===== src/rtl/playfield_scanout_arbiter.sv =====
// Playfield scanout arbiter for the HDMI Tetris design.
// Tracks the encoder's pixel position and shares the single-port cell RAM
// between pixel scanout (inside the playfield band) and the game-logic
// writer (everywhere else). It also produces the RGB stream and a
// once-per-frame tick.
module playfield_scanout_arbiter #(
  parameter int PF_X0  = 240,
  parameter int PF_Y0  = 80,
  parameter int BORDER = 4
) (
  input  logic        clk_25mhz,
  input  logic        reset,
  input  logic        i_rd,
  input  logic        i_newline,
  input  logic        i_newframe,
  output logic [23:0] o_pixel,
  output logic [7:0]  o_ram_addr,
  output logic        o_ram_we,
  output logic [2:0]  o_ram_wdata,
  input  logic [2:0]  i_ram_rdata,
  input  logic        i_gw_req,
  output logic        o_gw_gnt,
  input  logic        i_gw_we,
  input  logic [7:0]  i_gw_addr,
  input  logic [2:0]  i_gw_data,
  output logic [2:0]  o_gw_rdata,
  output logic        o_frame_tick
);

  localparam logic [9:0] X_LO    = 10'(PF_X0);
  localparam logic [9:0] X_HI    = 10'(PF_X0 + 160);
  localparam logic [9:0] Y_LO    = 10'(PF_Y0);
  localparam logic [9:0] Y_HI    = 10'(PF_Y0 + 320);
  localparam logic [9:0] XB_LO   = 10'(PF_X0 - BORDER);
  localparam logic [9:0] XB_HI   = 10'(PF_X0 + 160 + BORDER);
  localparam logic [9:0] YB_LO   = 10'(PF_Y0 - BORDER);
  localparam logic [9:0] YB_HI   = 10'(PF_Y0 + 320 + BORDER);
  // One guard line before the band so the first playfield line already has
  // the RAM owned by scanout.
  localparam logic [9:0] Y_ENTER = 10'(PF_Y0 - 1);

  typedef enum logic {FREE = 1'b0, SCAN = 1'b1} state_t;

  state_t      state_q;
  logic        tick_q;
  logic [9:0]  x_q, x_d;
  logic [9:0]  y_q, y_d;
  logic        gnt_q;

  logic [9:0]  dx, dy;
  logic        hit_p0, border_p0;
  logic [7:0]  scan_addr_p0;

  logic        vld_p1;
  logic        hit_p1, border_p1;
  logic [23:0] pixel_q;

  function automatic logic [9:0] sat_inc(input logic [9:0] v);
    return (v == 10'h3FF) ? v : v + 10'd1;
  endfunction

  function automatic logic [23:0] cell_color(input logic [2:0] c);
    logic [23:0] rgb;
    case (c)
      3'd0:    rgb = 24'h202020;
      3'd1:    rgb = 24'h00FFFF;
      3'd2:    rgb = 24'hFFFF00;
      3'd3:    rgb = 24'hA000F0;
      3'd4:    rgb = 24'h00FF00;
      3'd5:    rgb = 24'hFF0000;
      3'd6:    rgb = 24'h0000FF;
      default: rgb = 24'hFFA500;
    endcase
    return rgb;
  endfunction

  // Next pixel position from the encoder strobes; newframe dominates newline.
  always_comb begin
    x_d = x_q;
    y_d = y_q;
    if (i_newframe) begin
      x_d = 10'd0;
      y_d = 10'd0;
    end else if (i_newline) begin
      x_d = {9'd0, i_rd};
      y_d = sat_inc(y_q);
    end else if (i_rd) begin
      x_d = sat_inc(x_q);
    end
  end

  // Position registers.
  always_ff @(posedge clk_25mhz) begin
    if (reset) begin
      x_q <= 10'd0;
      y_q <= 10'd0;
    end else begin
      x_q <= x_d;
      y_q <= y_d;
    end
  end

  // Ownership FSM; the frame tick is registered alongside the state.
  always_ff @(posedge clk_25mhz) begin
    if (reset || i_newframe) begin
      state_q <= FREE;
      tick_q  <= 1'b0;
    end else begin
      tick_q <= 1'b0;
      if (i_newline) begin
        case (state_q)
          FREE: if (y_d == Y_ENTER) state_q <= SCAN;
          SCAN: if (y_d == Y_HI) begin
            state_q <= FREE;
            tick_q  <= 1'b1;
          end
          default: state_q <= FREE;
        endcase
      end
    end
  end

  // ---- stage 0: region flags and cell address from the current position
  always_comb begin
    dx           = x_q - X_LO;
    dy           = y_q - Y_LO;
    scan_addr_p0 = 8'((dy >> 4) * 10 + (dx >> 4));
    hit_p0       = (x_q >= X_LO) && (x_q < X_HI) && (y_q >= Y_LO) && (y_q < Y_HI);
    border_p0    = !hit_p0 && (x_q >= XB_LO) && (x_q < XB_HI) &&
                   (y_q >= YB_LO) && (y_q < YB_HI);
  end

  // RAM port mux, steered only by the registered state.
  always_comb begin
    o_gw_gnt    = (state_q == FREE) && i_gw_req;
    o_ram_addr  = (state_q == SCAN) ? scan_addr_p0 : i_gw_addr;
    o_ram_we    = (state_q == FREE) && i_gw_req && i_gw_we;
    o_ram_wdata = (state_q == FREE) ? i_gw_data : 3'd0;
    o_gw_rdata  = i_ram_rdata & {3{gnt_q}};
  end

  // ---- stage 1: RAM data arrives; pixel valid and region flags follow it
  always_ff @(posedge clk_25mhz) begin
    if (reset) begin
      vld_p1 <= 1'b0;
      gnt_q  <= 1'b0;
    end else begin
      vld_p1 <= i_rd;
      gnt_q  <= o_gw_gnt;
    end
  end

  // Region flags are pure data and need no reset.
  always_ff @(posedge clk_25mhz) begin
    hit_p1    <= hit_p0;
    border_p1 <= border_p0;
  end

  // ---- stage 2: registered RGB, held while no pixel is consumed
  always_ff @(posedge clk_25mhz) begin
    if (reset) begin
      pixel_q <= 24'd0;
    end else if (vld_p1) begin
      if (hit_p1)         pixel_q <= cell_color(i_ram_rdata);
      else if (border_p1) pixel_q <= 24'hFFFFFF;
      else                pixel_q <= 24'h000000;
    end
  end

  assign o_pixel      = pixel_q;
  assign o_frame_tick = tick_q;

endmodule


===== config.mk =====
export PLATFORM = sky130hd
export DESIGN_NAME = playfield_scanout_arbiter
export DESIGN_NICKNAME = d
export VERILOG_FILES = /design/src/rtl/playfield_scanout_arbiter.sv
export SDC_FILE = /design/constraint.sdc
export NUM_CORES = 1
export LEC_CHECK = 0
export BUFFER_PORTS_ARGS = -buffer_cell sky130_fd_sc_hd__buf_4
export CORE_MARGIN = 1.5
export CORE_UTILIZATION = 59
export DETAILED_ROUTE_END_ITERATION = 8
export PLACE_DENSITY = 0.85
export SYNTH_ARGS = -nofsm -noshare
export SYNTH_HDL_FRONTEND = slang
export SYNTH_SLANG_ARGS = --single-unit
export TNS_END_PERCENT = 50

===== constraint.sdc =====
create_clock -name clk_25mhz -period 8.31 [get_ports clk_25mhz]
set_input_delay 1.662 -clock clk_25mhz [delete_from_list [all_inputs] [get_ports clk_25mhz]]
set_output_delay 1.662 -clock clk_25mhz [all_outputs]
set_load 0.03 [all_outputs]

==> flow_summary.ini, run 1 <==
[status]
status = complete, but fails checks
failed_checks = DRC

[route]
dr.first_iter.drc_count = 173
post-route-drc-count = 9
postRouteAntennaNets = 0
wl_mm = 6.24
wire_per_inst_um = 14.4
via_per_inst = 5.96
via_count = 2587
drt-pass1-iter-count = 8

[worst_setup_path]
worst_setup_path_end_kind = output port
cp.required_ns = 6.65
cp.arrival_ns = 3.49
crit_fanout = 9
r2r_setup_slack_ns = 5.91
path_class = flip-flop to output port
crit_path_start_kind = flip-flop

[power]
p_leak_nw = 1.34
irDropWorstVdd_v = 0.000111
power.density_nw_per_um2 = 128

[timing]
setup_viol = 0
fmax_ghz = 0.194
fin_setup_tns_ns = 0
tightest_slew_ns = 0.645
slew_violations = 0
rsz0062_at_grt = no
clock_skew_ns = 0.00255
slew_headroom_pct = 56.6
fin_ws_ns = 3.16
period_needed_ns = 5.15
min_period_over_period_pct = 62.0
hold_viol_final = 0

[finish]
antennaDiodeCount = 0
drive_above_1_share_pct = 23.0
fill_cells = 354
final_nets = 427
syn_to_final_growth_pct = 15.4

[synth]
syn-mean-instance-area_um2 = 8.02
synthCells = 345
synthArstFlopShare_pct = 0
ys_seq_elements = 35
synth_warnings = 0
ys.flop_type = dfxtp_1
synth_cell_type_count = 58
synth-edff-count = 0
netlist_area_um2 = 2770
synth.yosys.seq_area_share_pct = 25.3
synth_nets = 391

[grt]
grt_pass1_vias = 2327
grt_max_degree = 18
grt_pass1_wl_mm = 10.3
track_usage_pct = 25.1
overflow = 0
antenna_found_initial = 0

[placement]
place_ws_ns = 3.52
port_buffers = 61
globalplace.congestion = 0.865
hpwlAfterDp_mm = 4.60

[clock_tree]
postCtsHoldBufs = 0
clk_pin_slew_ns = 0.07
root_buffer = clkbuf_8
clk_latency_ns = 0.29
htree_levels = 2
cts_tree = done
post_cts_buffers = 0
ctsResizeCount = 0
clock_sinks = 35
cts-buffers-inserted = 5
cts_buffer_depth = 2

[floorplan]
start_util_pct = 62.3
die_h_um = 71.5
num_io_pins = 62
dieArea_um2 = 5110
fp.dieW_um = 71.5
core_um2 = 4440
row_count = 24

[min_path]
hold_path_class = flip-flop to flip-flop

[flow_run]
max-cap-violations = 0
where the power goes:
| part | internal, mW | switching [mW] |
|---|---|---|
| Sequential | 0.171 | 0.00389 |
| Combinational | 0.0284 | 0.0414 |
| Clock | 0.0971 | 0.0653 |
final timing paths:
kind              cells past startpoint            end   startpoint
hold reg to reg                       2    o_pixel[23]  o_pixel[23]
setup reg to reg                      6        state_q       y_q[7]
setup / recovery                     14  o_ram_addr[7]       y_q[4]
hold / removal                        2    o_pixel[23]  o_pixel[23]
critical path, stage by stage, from the launching register on:
cell and delay [ns]:
dfxtp_1 0.49, inv_1 0.15, ha_1 0.29, inv_1 0.07, a21oi_1 0.07, xor2_1 0.28, ha_1 0.32, fa_1 0.49
ha_1 0.30, inv_1 0.05, a21oi_1 0.14, o21bai_1 0.10, xnor2_1 0.13, a21oi_1 0.14, buf_4 0.17
sequential cells by signal, summed over array words and instances, names as in the netlist:
signal and flops:
gnt_q 1, state_q 1, vld_p1 1, hit_p1 1, border_p1 1, o_frame_tick 1
o_pixel 9, y_q 10, x_q 10
synth_stat cells (all sizes together) (10+ instances only):
master,count,area share (%)
buf,22,6.0
dfxtp,35,25
nor2,39,5.3
nor3,15,2.7
a21oi,21,3.8
ha,23,10
nand4,10,2.3
xnor2,19,6.0
clkbuf,10,1.7
nand2,20,2.7
nand3,11,2.0
inv,20,2.7
o21ai,14,2.5
cell type report:
type,instances,area [um^2],area share [%]
clock buffers,6,82.6,2.59
clock inverters,2,35.0,1.10
inverters,20,75.1,2.35
multi-input cells,258,1780,55.7
flip-flops and latches,35,701,21.9
well taps,52,65.1,2.04
repair buffers,61,458,14.3
placed cells by master (no fill, tap or decap), types with 3 or more instances in the layout:
master,instances
a21o_1,3
a21oi_1,21
and2_1,6
buf_4,61
clkbuf_8,6
dfxtp_1,35
ha_1,23
inv_1,20
mux2_2,5
nand2_1,20
nand3_1,11
nand4_1,10
nor2_1,39
nor2b_1,9
nor3_1,15
nor4_1,3
o21ai_0,13
or3_1,3
xnor2_1,19
xor2_1,9
metrics by stage:
| step | power (mW) | area, um^2 | hold WS, ns | cells | util [%] |
|---|---|---|---|---|---|
| after global placement | 0.247 | 3080 | 0.467 | 426 | 69.2 |
| after floorplan | 0.226 | 2770 | 0.508 | 345 | - |
| final | 0.407 | 3190 | 0.475 | 434 | 71.9 |
| after global routing | 0.420 | 3190 | 0.505 | 434 | 71.9 |
| after detailed placement | 0.249 | 3080 | 0.466 | 426 | 69.2 |
| after CTS | 0.407 | 3190 | 0.480 | 434 | 71.9 |
per-layer routing:
layer	GRT usage (%)	wire length, um	up-vias
li1	-	-	1257
met1	30.9	2560	1187
met2	43.7	2970	130
met3	4.78	588	13
met4	9.22	122	0
met5	0	0	-
kinds of logic (layout without fill, tap and decap cells):
family | Yosys count | in the layout | share of synthesized area (%)
simple gates | 134 | 134 | 25.5
xor+xnor | 28 | 28 | 8.86
compound gates | 64 | 64 | 15.2
buf+inv | 52 | 89 | 10.4
fa+ha+maj | 25 | 25 | 11.8
mux | 7 | 7 | 2.76
flops | 35 | 35 | 25.3
Power figures use the tool's default switching activity.
==> run 2: changes to the inputs <==
--- a/config.mk
+++ b/config.mk
@@ -7,9 +7,9 @@
 export LEC_CHECK = 0
 export BUFFER_PORTS_ARGS = -buffer_cell sky130_fd_sc_hd__buf_4
 export CORE_MARGIN = 1.5
-export CORE_UTILIZATION = 59
+export CORE_UTILIZATION = 55
 export DETAILED_ROUTE_END_ITERATION = 8
-export PLACE_DENSITY = 0.85
+export PLACE_DENSITY = 0.8
 export SYNTH_ARGS = -nofsm -noshare
 export SYNTH_HDL_FRONTEND = slang
 export SYNTH_SLANG_ARGS = --single-unit
==> constraint.sdc (replaced) <==
create_clock -name clk_25mhz -period 5.08 [get_ports clk_25mhz]
set_input_delay 1.016 -clock clk_25mhz [delete_from_list [all_inputs] [get_ports clk_25mhz]]
set_output_delay 1.016 -clock clk_25mhz [all_outputs]
set_load 0.03 [all_outputs]
==> flow_summary.ini, run 2 (synthesis results as in run 1) <==
[status]
status = completed

[route]
wire_per_inst_um = 13.4
postRouteAntennaNets = 0
via_count = 2498
wl_mm = 6.01
via_per_inst = 5.58
dr.first_iter.drc_count = 222
drt-pass1-iter-count = 5
post-route-drc-count = 0

[grt]
antenna_found_initial = 0
grt_max_degree = 18
track_usage_pct = 22.8
grt_pass1_vias = 2197
overflow = 0
grt_pass1_wl_mm = 9.87

[finish]
antennaDiodeCount = 0
syn_to_final_growth_pct = 15.0
instances_no_fill = 448
drive_above_1_share_pct = 22.8
final_nets = 427
final_cell_mix = 61 x buf_4, 39 x nor2_1, 35 x dfxtp_1
final_common_cell = buf_4

[worst_setup_path]
cp.arrival_ns = 3.47
cp.required_ns = 4.06
crit_fanout = 9
path_cells = inv_1, ha_1, inv_1, a21oi_1, xor2_1, ha_1, fa_1, ha_1, inv_1, a21oi_1, o21bai_1, xnor2_1, a21oi_1, buf_4
path_buf_inv = 4
max_stage_delay_ns = 0.49
crit_path_start_kind = flip-flop
path_class = flip-flop to output port
cp_slowest_cell = fa_1
worst_setup_path_end_kind = output port
path_delay_family = adder cells

[clock_tree]
root_buffer = clkbuf_8
postCtsHoldBufs = 0
cts-buffers-inserted = 5
cts_buffer_depth = 2
ctsResizeCount = 0
post_cts_buffers = 0
clk_pin_slew_ns = 0.08
clock_sinks = 35
clk_latency_ns = 0.30
htree_levels = 2
cts_tree = done

[timing]
hold_viol_final = 0
setup_viol = 0
slew_violations = 0
fin_setup_tns_ns = 0
rsz0062_at_grt = no
tightest_slew_ns = 0.570
clock_skew_ns = 0.00869
period_needed_ns = 4.49
min_period_over_period_pct = 88.4
hold_ws_ns = 0.480
fmax_ghz = 0.223
slew_headroom_pct = 61.7
fin_ws_ns = 0.591

[placement]
dp.cells = 441
globalplace.congestion = 0.924
hpwlAfterDp_mm = 4.50
place_ws_ns = 0.936
port_buffers = 61

[floorplan]
dieArea_um2 = 5470
fp.dieW_um = 73.9
die_h_um = 73.9
num_io_pins = 62
start_util_pct = 57.8
core_um2 = 4790
row_count = 25

[power]
power.density_nw_per_um2 = 191
clkPwrFrac_pct = 34.2
power.switching_mw = 0.175
swShare_pct = 28.8
intPower_mw = 0.433
seq_power_share_pct = 47.2
p_leak_nw = 1.32
p_total_mw = 0.608
combPwrFrac_pct = 18.6
irDropWorstVdd_v = 0.000148

[min_path]
hold_path_class = flip-flop to flip-flop

[flow_run]
max-cap-violations = 0
==> run 2: changes by cell type in the layout (fill, tap and decap cells not counted) <==
cell and delta:
bufinv_16 -1
==> run 2: path summary, 6_finish.rpt <==
check | start | to | slack (ns) | depth (start not counted)
setup / recovery | y_q[4] | o_ram_addr[7] | 0.59 | 14
hold / removal | o_pixel[23] | o_pixel[23] | 0.48 | 2
setup reg to reg | y_q[4] | state_q | 2.67 | 7
hold reg to reg | o_pixel[23] | o_pixel[23] | 0.48 | 2
==> run 2: metal layers <==
metal | part of all wire (%) | GRT usage, %
met1 | 46 | 30.0
met2 | 46 | 37.4
met3 | 6.7 | 4.47
met4 | 1.4 | 7.41
met5 | 0 | 0
==> run 2: area by class of cell <==
class                   instances  area (um^2)
clock buffers                   6         82.6
clock inverters                 1         5.00
fillers                       424         1600
inverters                      20         75.1
multi-input cells             258         1780
flip-flops and latches         35          701
well taps                      67         83.8
repair buffers                 61          458
==> run 2: power groups by stage <==
| stage | Combinational, mW | Clock, mW | Sequential (mW) |
|---|---|---|---|
| 3_3_place_gp | 0.112 | 0 | 0.293 |
| 5_1_grt | 0.122 | 0.218 | 0.288 |
| 2_1_floorplan | 0.0712 | 0 | 0.299 |
| 4_1_cts | 0.114 | 0.208 | 0.287 |
| 6_report | 0.113 | 0.208 | 0.287 |
| 3_5_place_dp | 0.113 | 0 | 0.293 |
==> run 2: worst register-to-register path, stage by stage (launching register included) <==
cell     delay [ns]
dfxtp_1        0.48
ha_1           0.31
and4_2         0.26
a21oi_1        0.08
or3_4          0.36
or3_1          0.38
o41ai_2        0.32
o21a_1         0.16
==> run 2: stage by stage <==
step | area [um^2] | utilization (%)
after floorplan | 2770 | -
after CTS | 3180 | 66.5
after detailed placement | 3100 | 64.7
after global placement | 3100 | 64.7
final | 3180 | 66.5
after global routing | 3180 | 66.5
